<file path="src/rtl/vga_if.sv">
// VGA timing bundle passed between pixel pipeline stages.
interface vga_if;
  logic [11:0] vcount;
  logic [11:0] hcount;
  logic        vsync;
  logic        hsync;
  logic        vblnk;
  logic        hblnk;
  logic [11:0] rgb;

  // Consumer side: samples timing and background colour.
  modport in (
    input vcount,
    input hcount,
    input vsync,
    input hsync,
    input vblnk,
    input hblnk,
    input rgb
  );

  // Producer side: drives timing and composited colour.
  modport out (
    output vcount,
    output hcount,
    output vsync,
    output hsync,
    output vblnk,
    output hblnk,
    output rgb
  );
endinterface

</file>
<file path="src/rtl/draw_sprite.sv">
// Sprite overlay stage for the VGA pixel pipeline.
// Overlays a SPRITE_W x SPRITE_H image, upscaled by 2^SCALE_LOG2, at a position latched at frame
// start. The image comes from an external synchronous ROM with ROM_LAT cycles of read latency;
// timing and background travel alongside so everything leaves together ROM_LAT+2 cycles later.
module draw_sprite #(
  parameter int unsigned SPRITE_W       = 64,
  parameter int unsigned SPRITE_H       = 64,
  parameter int unsigned ADDR_W         = 12,
  parameter int unsigned ROM_LAT        = 1,
  parameter int unsigned SCALE_LOG2     = 0,
  parameter bit          TRANSPARENT_EN = 1'b1,
  parameter logic [11:0] KEY_COLOR      = 12'hF0F
) (
  input  logic              clk,
  input  logic              rst,
  input  logic              en,
  input  logic [11:0]       xpos,
  input  logic [11:0]       ypos,
  input  logic [11:0]       rgb_pixel,
  output logic [ADDR_W-1:0] pixel_addr,
  vga_if.in                 vga_in,
  vga_if.out                vga_out
);

  // On-screen footprint of the scaled image; 13 bits so position + span never wraps.
  localparam logic [12:0] SPAN_X = 13'(SPRITE_W << SCALE_LOG2);
  localparam logic [12:0] SPAN_Y = 13'(SPRITE_H << SCALE_LOG2);

  typedef struct packed {
    logic [11:0] vcount;
    logic [11:0] hcount;
    logic        vsync;
    logic        hsync;
    logic        vblnk;
    logic        hblnk;
    logic [11:0] rgb;
  } vga_t;

  typedef struct packed {
    vga_t vga;
    logic hit;
  } stage_t;

  // Frame-latched placement.
  logic [11:0] active_x_q;
  logic [11:0] active_y_q;
  logic        active_en_q;

  // Stage A combinational results.
  logic              frame_start;
  logic [11:0]       cur_x;
  logic [11:0]       cur_y;
  logic              cur_en;
  logic              in_x;
  logic              in_y;
  logic              hit;
  logic [11:0]       dx;
  logic [11:0]       dy;
  logic [11:0]       lx;
  logic [11:0]       ly;
  logic [ADDR_W-1:0] addr_d;
  stage_t            stage_d;

  // Index 0 is stage A; index ROM_LAT lines up with valid ROM data.
  stage_t            pipe_q [0:ROM_LAT];
  logic [ADDR_W-1:0] addr_q;

  // Output stage.
  stage_t tail;
  logic   key_match;
  vga_t   out_d;
  vga_t   out_q;

  // Latch position and enable only at the first pixel of a frame so the image never tears.
  always_ff @(posedge clk or negedge rst) begin
    if (!rst) begin
      active_x_q  <= '0;
      active_y_q  <= '0;
      active_en_q <= 1'b0;
    end else if (frame_start) begin
      active_x_q  <= xpos;
      active_y_q  <= ypos;
      active_en_q <= en;
    end
  end

  // Stage A: hit test and ROM address for the incoming pixel.
  always_comb begin
    frame_start = (vga_in.vcount == 12'd0) && (vga_in.hcount == 12'd0);
    // The pixel that triggers the latch already uses the values being latched.
    cur_x  = frame_start ? xpos : active_x_q;
    cur_y  = frame_start ? ypos : active_y_q;
    cur_en = frame_start ? en : active_en_q;

    in_x = ({1'b0, vga_in.hcount} >= {1'b0, cur_x}) &&
           ({1'b0, vga_in.hcount} < ({1'b0, cur_x} + SPAN_X));
    in_y = ({1'b0, vga_in.vcount} >= {1'b0, cur_y}) &&
           ({1'b0, vga_in.vcount} < ({1'b0, cur_y} + SPAN_Y));
    hit  = cur_en && in_x && in_y;

    // Offsets are only meaningful on a hit, where they are non-negative and in range.
    dx = vga_in.hcount - cur_x;
    dy = vga_in.vcount - cur_y;
    lx = dx >> SCALE_LOG2;
    ly = dy >> SCALE_LOG2;

    addr_d = hit ? ADDR_W'(32'(ly) * SPRITE_W + 32'(lx)) : '0;

    stage_d.vga.vcount = vga_in.vcount;
    stage_d.vga.hcount = vga_in.hcount;
    stage_d.vga.vsync  = vga_in.vsync;
    stage_d.vga.hsync  = vga_in.hsync;
    stage_d.vga.vblnk  = vga_in.vblnk;
    stage_d.vga.hblnk  = vga_in.hblnk;
    stage_d.vga.rgb    = vga_in.rgb;
    stage_d.hit        = hit;
  end

  // Stage A register plus ROM_LAT wait stages carrying timing, background and hit.
  always_ff @(posedge clk or negedge rst) begin
    if (!rst) begin
      addr_q <= '0;
      for (int i = 0; i <= int'(ROM_LAT); i++) begin
        pipe_q[i] <= '0;
      end
    end else begin
      addr_q    <= addr_d;
      pipe_q[0] <= stage_d;
      for (int i = 1; i <= int'(ROM_LAT); i++) begin
        pipe_q[i] <= pipe_q[i-1];
      end
    end
  end

  // Composite: blanking forces black, then opaque image pixels, else background.
  always_comb begin
    tail      = pipe_q[ROM_LAT];
    key_match = TRANSPARENT_EN && (rgb_pixel == KEY_COLOR);
    out_d     = tail.vga;
    if (tail.vga.hblnk || tail.vga.vblnk) begin
      out_d.rgb = 12'h000;
    end else if (tail.hit && !key_match) begin
      out_d.rgb = rgb_pixel;
    end
  end

  // Output register.
  always_ff @(posedge clk or negedge rst) begin
    if (!rst) begin
      out_q <= '0;
    end else begin
      out_q <= out_d;
    end
  end

  assign pixel_addr     = addr_q;
  assign vga_out.vcount = out_q.vcount;
  assign vga_out.hcount = out_q.hcount;
  assign vga_out.vsync  = out_q.vsync;
  assign vga_out.hsync  = out_q.hsync;
  assign vga_out.vblnk  = out_q.vblnk;
  assign vga_out.hblnk  = out_q.hblnk;
  assign vga_out.rgb    = out_q.rgb;

endmodule
</file>
<file path="src/flat_wrapper.sv">
// flat-port wrapper written by rule: the top's interface ports become plain ports
module draw_sprite_flat 
#(
  parameter int unsigned SPRITE_W       = 64,
  parameter int unsigned SPRITE_H       = 64,
  parameter int unsigned ADDR_W         = 12,
  parameter int unsigned ROM_LAT        = 1,
  parameter int unsigned SCALE_LOG2     = 0,
  parameter bit          TRANSPARENT_EN = 1'b1,
  parameter logic [11:0] KEY_COLOR      = 12'hF0F
)
  (clk, rst, en, xpos, ypos, rgb_pixel, pixel_addr, vga_in_vcount, vga_in_hcount, vga_in_vsync, vga_in_hsync, vga_in_vblnk, vga_in_hblnk, vga_in_rgb, vga_out_vcount, vga_out_hcount, vga_out_vsync, vga_out_hsync, vga_out_vblnk, vga_out_hblnk, vga_out_rgb);
  vga_if vga_in_i ();
  vga_if vga_out_i ();
  input  logic clk;
  input  logic rst;
  input  logic en;
  input  logic [11:0] xpos;
  input  logic [11:0] ypos;
  input  logic [11:0] rgb_pixel;
  output logic [ADDR_W-1:0] pixel_addr;
  input wire logic [$bits(vga_in_i.vcount)-1:0] vga_in_vcount;
  input wire logic [$bits(vga_in_i.hcount)-1:0] vga_in_hcount;
  input wire logic [$bits(vga_in_i.vsync)-1:0] vga_in_vsync;
  input wire logic [$bits(vga_in_i.hsync)-1:0] vga_in_hsync;
  input wire logic [$bits(vga_in_i.vblnk)-1:0] vga_in_vblnk;
  input wire logic [$bits(vga_in_i.hblnk)-1:0] vga_in_hblnk;
  input wire logic [$bits(vga_in_i.rgb)-1:0] vga_in_rgb;
  output wire logic [$bits(vga_out_i.vcount)-1:0] vga_out_vcount;
  output wire logic [$bits(vga_out_i.hcount)-1:0] vga_out_hcount;
  output wire logic [$bits(vga_out_i.vsync)-1:0] vga_out_vsync;
  output wire logic [$bits(vga_out_i.hsync)-1:0] vga_out_hsync;
  output wire logic [$bits(vga_out_i.vblnk)-1:0] vga_out_vblnk;
  output wire logic [$bits(vga_out_i.hblnk)-1:0] vga_out_hblnk;
  output wire logic [$bits(vga_out_i.rgb)-1:0] vga_out_rgb;
  assign vga_in_i.vcount = vga_in_vcount;
  assign vga_in_i.hcount = vga_in_hcount;
  assign vga_in_i.vsync = vga_in_vsync;
  assign vga_in_i.hsync = vga_in_hsync;
  assign vga_in_i.vblnk = vga_in_vblnk;
  assign vga_in_i.hblnk = vga_in_hblnk;
  assign vga_in_i.rgb = vga_in_rgb;
  assign vga_out_vcount = vga_out_i.vcount;
  assign vga_out_hcount = vga_out_i.hcount;
  assign vga_out_vsync = vga_out_i.vsync;
  assign vga_out_hsync = vga_out_i.hsync;
  assign vga_out_vblnk = vga_out_i.vblnk;
  assign vga_out_hblnk = vga_out_i.hblnk;
  assign vga_out_rgb = vga_out_i.rgb;
  draw_sprite #(.SPRITE_W(SPRITE_W), .SPRITE_H(SPRITE_H), .ADDR_W(ADDR_W), .ROM_LAT(ROM_LAT), .SCALE_LOG2(SCALE_LOG2), .TRANSPARENT_EN(TRANSPARENT_EN), .KEY_COLOR(KEY_COLOR)) u_core (.clk(clk), .rst(rst), .en(en), .xpos(xpos), .ypos(ypos), .rgb_pixel(rgb_pixel), .pixel_addr(pixel_addr), .vga_in(vga_in_i), .vga_out(vga_out_i));
endmodule
</file>
<file path="config.mk">
export PLATFORM = sky130hd
export DESIGN_NAME = draw_sprite_flat
export DESIGN_NICKNAME = d
export VERILOG_FILES = /design/src/rtl/vga_if.sv /design/src/rtl/draw_sprite.sv /design/src/flat_wrapper.sv
export SDC_FILE = /design/constraint.sdc
export NUM_CORES = 1
export LEC_CHECK = 0
export CAP_MARGIN = 20
export CORE_ASPECT_RATIO = 0.7
export CORE_MARGIN = 8
export CORE_UTILIZATION = 53
export CTS_BUF_LIST = sky130_fd_sc_hd__clkbuf_8
export DETAILED_ROUTE_END_ITERATION = 6
export GPL_TIMING_DRIVEN = 0
export PLACE_DENSITY_LB_ADDON = 0.1
export SLEW_MARGIN = 15
export SYNTH_ARGS = -nofsm -noshare
export SYNTH_HDL_FRONTEND = slang
export SYNTH_SLANG_ARGS = --single-unit
</file>
<file path="constraint.sdc">
create_clock -name clk -period 4.6 [get_ports clk]
set_clock_uncertainty 0.2 [all_clocks]
set_input_delay 1.38 -clock clk [delete_from_list [all_inputs] [get_ports clk]]
set_output_delay 1.38 -clock clk [all_outputs]
set_load 0.01 [all_outputs]
</file>
**After elaboration in Yosys (flattened, before gate mapping)**

Cells that the tools add are included.

- Output and inout port bits: 52
- Input bits: 79
- Bits in registers: 159
- Logic and storage cells: 53

- Reduce and logical (&&, ||, !) cells: 10
- $add $sub $neg: 5
- Multiplexer cells: 6
- Equality and inequality tests: 1
- Order comparisons: 4

Operators by type and width:

| operator | number |
|---|---|
| two-way mux 12 bit | 5 |
| adder 12 x 7 -> 13 bit (second input constant) | 2 |
| < comparator 12 x 13 -> 1 bit | 2 |
| >= comparator 12 bit | 2 |
| logical NOT 12 bit | 2 |
| adder 12 bit | 1 |
| == test 12 bit (second input constant) | 1 |
| subtractor 12 bit | 1 |
| logical AND 1 bit | 6 |
| subtractor 6 bit | 1 |
| logical NOT 1 bit | 1 |
| logical OR 1 bit | 1 |
| two-way mux 1 bit | 1 |

**Depth between registers and ports, before layout**

- Depth after elaboration: 9
- Gate-level depth with buffers: 20
- Depth with buffers taken out: 17

**Worst setup path after synthesis**

OpenSTA, ideal clock, no wires.

- Path type: input -> register
- Start: in vga_in_hcount[4]
- End: reg u_core.addr_q[10], in the netlist u_core.pixel_addr[10]
- Data arrival time: 5.243 ns
- Path slack: -0.977 ns
- Setup time: 0.134 ns
- Required time: 4.266 ns
- Stages on the path: 17
- Buffers on the path: 3
- Cell sequence: nor4_1 -> nand4_1 -> nor2_4 -> buf_2 -> buf_2 -> buf_4 -> mux2i_1 -> fa_1 -> a21o_1 -> a21o_1 -> xnor2_1 -> fa_1 -> inv_1 -> ha_1 -> nor4b_1 -> a2111oi_0 -> a21oi_1

- Longest elaborated chain between the ends: 9
- Elaborated cells between the ends (all ways): 19
- Classes of those cells: add/sub (5); order compare (4); mux (4); reduce/logical (6)

Ends and longest elaborated chain:

| element | RTL line | source |
|---|---|---|
| from (decl) | flat_wrapper.sv:23 | `input wire logic [$bits(vga_in_i.hcount)-1:0] vga_in_hcount;` |
| logical NOT 12 bit | draw_sprite.sv:89 | `frame_start = (vga_in.vcount == 12'd0) && (vga_in.hcount == 12'd0);` |
| logical AND 1 bit | draw_sprite.sv:89 |  |
| two-way mux 12 bit | draw_sprite.sv:91 | `cur_x = frame_start ? xpos : active_x_q;` |
| adder 12 x 7 -> 13 bit | draw_sprite.sv:96 | `({1'b0, vga_in.hcount} < ({1'b0, cur_x} + SPAN_X));` |
| < comparator 12 x 13 -> 1 bit | draw_sprite.sv:96 |  |
| logical AND 1 bit | draw_sprite.sv:95 | `in_x = ({1'b0, vga_in.hcount} >= {1'b0, cur_x}) &&` |
| logical AND 1 bit (2 in a row) | draw_sprite.sv:99 | `hit = cur_en && in_x && in_y;` |
| two-way mux 12 bit (*) | draw_sprite.sv:107 | `addr_d = hit ? ADDR_W'(32'(ly) * SPRITE_W + 32'(lx)) : '0;` |
| via u_core.addr_d[10] | draw_sprite.sv:61 | `logic [ADDR_W-1:0] addr_d;` |
| to (signal assigned) | draw_sprite.sv:127 | `addr_q <= addr_d;` |
| to (decl) | draw_sprite.sv:66 | `logic [ADDR_W-1:0] addr_q;` |

The timed path passes the listed nets; every way through them passes the cells marked *.

**Worst setup path in the final report**

- Start: in vga_in_vcount[2]
- End: reg u_core.addr_q[11], in the netlist u_core.pixel_addr[11]

- Elaborated cells between the ends (all ways): 19
- Classes of those cells: add/sub (5); order compare (4); mux (4); reduce/logical (6)

RTL lines:

| element | RTL line | source |
|---|---|---|
| from (decl) | flat_wrapper.sv:22 | `input wire logic [$bits(vga_in_i.vcount)-1:0] vga_in_vcount;` |
| logical NOT 12 bit (*) | draw_sprite.sv:89 |  |
| logical AND 1 bit (*) | draw_sprite.sv:89 |  |
| two-way mux 12 bit (*) | draw_sprite.sv:92 | `cur_y = frame_start ? ypos : active_y_q;` |
| via u_core.cur_y[0] | draw_sprite.sv:52 | `logic [11:0] cur_y;` |
| adder 12 x 7 -> 13 bit | draw_sprite.sv:98 | `({1'b0, vga_in.vcount} < ({1'b0, cur_y} + SPAN_Y));` |
| < comparator 12 x 13 -> 1 bit | draw_sprite.sv:98 |  |
| logical AND 1 bit | draw_sprite.sv:97 | `in_y = ({1'b0, vga_in.vcount} >= {1'b0, cur_y}) &&` |
| logical AND 1 bit | draw_sprite.sv:99 |  |
| two-way mux 12 bit (*) | draw_sprite.sv:107 |  |
| via u_core.addr_d[11] | draw_sprite.sv:61 |  |

Marked as above.

==> reports/qor.yml <==
status:
  outcome: "complete, but fails checks"
  violations: "setup timing"
timing:
  timing.fmax_mhz: 201
  slew_headroom: 0.547
  hold_viol_final: 0
  drv_slew: 0
  tightest_slew_ns: 0.679
  finalCritPeriodShare: 1.08
  rsz0062_at_grt: "true"
  finalSetupTns_ns: -4.35
  setup_viol: 13
  worst_slack_ns: -0.369
  min_period_ns: 4.97
  hold_ws_ns: 0.146
global_route:
  use_met3: 0.0556
  first_global_vias: 4519
  grt_pass1_wl_um: 24300
  grt.met2_usage: 0.314
  grt_max_degree: 97
  busiest_layer: "met2"
  grtUsageMet1: 0.266
  antenna_found_initial: 0
  overflow: 0
  grt_use_total: 0.197
placed_design:
  port_buffers: 130
  placed_cells: 791
  place_congestion: 0.866
  place_area_mm2: 0.00826
  dp_hpwl_um: 11400
  dp_slack_ns: -1.98
floorplan:
  ios: 131
  die_width_um: 149
  rows: 34
  core_area_mm2: 0.0122
  dieArea_mm2: 0.0162
  initial_core_util: 0.535
  die_h_um: 109
yosys:
  syn_area_mm2: 0.00653
  synth_cell_types: 51
  synth.avg_cell_area_um2: 13.1
  synth_nets: 638
  ys_seq_elements: 159
  synthArstFlopShare: 1.00
  synth-edff-count: 0
  yosysWarnings: 0
  ys_seq_area_frac: 0.610
  netlist_instances: 498
  synthFlopType: "dfrtp_1"
setup_path:
  start_kind: "input port"
  cp_cell_sequence: "dlygate4sd2_1, nor4_4, nand4_1, nor2_4, buf_6, buf_12, mux2_4, ha_4, inv_2, fa_2, a21o_1, a21o_1, xnor2_2, fa_1, inv_2, ha_4, nand2_2, o31ai_2, xnor2_1, nor2_1"
  path_max_fanout: 8
  worst_ep_arrival_time_ns: 5.10
  crit-reg2reg-launch: "u_core.active_x_q[7]"
  critPathBufInv: 5
  crit_required_ns: 4.73
  crit_family: "adder cells"
  crit_slowest_cell: "fa_1"
  crit_start: "vga_in_vcount[2]"
  crit_path_end_kind: "flip-flop"
  worst-setup-path-type: "in -> reg"
  slowest_delay_ns: 0.51
power:
  vdd_drop_max_mv: 0.229
  leakagePower_nw: 4.19
  power.total_mw: 2.91
  power-per-cell-area_mw_per_mm2: 318
clocking:
  root_buffer: "clkbuf_8"
  clock_path_buffers: 2
  htree_num_levels: 4
  clk_pin_slew_worst_paths_ns: 0.10
  tritoncts: "built"
  cts_hold_buffers: 0
  cts_sinks: 159
  clk_latency_ns: 0.44
  cts_buffers: 17
final_layout:
  fin_area_mm2: 0.00914
  stdcell_count: 850
  drive_gt1_frac: 0.219
  utilization: 0.749
  syn2layout_area_growth_pct: 40.0
  num_antenna_cells: 0
  fin_nets: 815
routing:
  dr.pass1.iters: 5
  final_antenna_net_count: 0
  drc: 0
  drt_iter0_markers: 278
  postRouteWirelength_um: 15400
  viasPerCell: 5.13
  num_vias: 4359
  routedWlPerCell_um: 18.1
flow_run:
  maxCapViolations: 0
min_path:
  hold_path_startpoint: "u_core.pipe_q[62]"
  hold_class: "reg -> reg"
where the power goes:
part           switching (mW)  total, mW  leakage, nW  internal [mW]
sequential             0.0136       1.46         1.97           1.45
clock                   0.585       1.05        0.210          0.465
combinational           0.202      0.394         2.01          0.192
layer usage:
layer	routed length (um)	part of all wire
met5	0	0
met4	114	0.0074
met3	1020	0.066
met2	7370	0.48
met1	6890	0.45
final timing paths:
check | to | slack [ns] | cells after the start
worst max-delay path | u_core.pixel_addr[11] | -0.37 | 20
worst min-delay path | u_core.out_d[20] | 0.15 | 0
worst max register to register | u_core.pixel_addr[11] | 1.32 | 12
worst min register to register | u_core.out_d[20] | 0.15 | 0
max in group asynchronous | u_core.vga_out.vcount[2] | 2.73 | 2
min in group asynchronous | u_core.pipe_q[57] | 0.67 | 1
cell type report:
cell class | instances | area (um^2)
plain buffers | 6 | 73.8
clock buffers | 17 | 234
clock inverters | 15 | 191
fillers | 752 | 3070
inverters | 51 | 196
multi-input cells | 282 | 2750
flip-flops and latches | 159 | 3980
well taps | 162 | 203
repair buffers | 158 | 1510
registers in the layout, indices dropped and copies added (netlist names), 11 cells and up, named ones only:
name / cells
u_core.active_x_q: 12
u_core.active_y_q: 11
u_core.out_d: 28
u_core.pipe_q: 54
u_core.pixel_addr: 12
u_core.vga_out.hcount: 12
u_core.vga_out.rgb: 12
u_core.vga_out.vcount: 12
cell families (layout without fill, tap and decap cells):
family / Yosys count / count (layout) / synth area share
flops: 159 / 159 / 0.610
compound gates: 61 / 61 / 0.0625
fa+ha+maj: 61 / 61 / 0.130
xor+xnor: 20 / 20 / 0.0268
mux: 35 / 35 / 0.0556
simple gates: 105 / 105 / 0.0811
buf+inv: 57 / 247 / 0.0349
Yosys cell counts, types with 2 or more instances:
cell type    n  area [um^2]
nand3_1      9         45.0
xnor2_1     15          131
mux2_2       6         67.6
o211ai_1     3         22.5
a211oi_1     2         15.0
a21oi_1     18         90.1
nor4_1       7         43.8
nor2b_1      5         31.3
and3_1       4         25.0
mux2i_1     28          280
o31ai_1      4         30.0
or2_2        2         12.5
nor3_1       4         20.0
clkbuf_1     2         7.51
ha_1        50          626
dfrtp_1    159         3980
o21ai_0      9         45.0
nor2_1      39          146
nand4_1      5         31.3
nand4b_1     3         26.3
xor2_1       5         43.8
a21o_1       7         52.6
fa_1        11          220
a41oi_1      3         26.3
inv_1       51          191
nand2_1     18         67.6
a2111oi_0    4         35.0
buf_2        2         10.0
layout by cell type (no fill, tap or decap), types with 5 or more instances in the layout:
cell type        netlist  routed
inv_2                  0       6
nor4_4                 0       5
clkdlybuf4s50_1        0     105
dfrtp_1              159     159
ha_1                  50      41
mux2i_1               28      22
nand4_1                5       5
clkbuf_2               0       5
mux2i_4                0       5
nand3_1                9       9
inv_1                 51      44
a21oi_1               18      10
buf_4                  1      25
xnor2_1               15      14
nand2_1               18      17
o21ai_0                9       7
ha_4                   0       7
clkbuf_8               0      17
nor2b_1                5       5
a21o_1                 7       7
nor2_4                 1       8
a21oi_2                0       8
fa_1                  11      10
buf_2                  2       8
nor2_1                39      30
xor2_1                 5       5
what timing repair did:
action,in CTS,in global routing
endpoints found under the hold margin,0,0
gates resized for setup,127,25
setup endpoints to repair,13,13
buffers inserted,19,7
pin swaps,27,19
gates cloned,1,0
No activity file was read; power rests on OpenSTA's default activity.
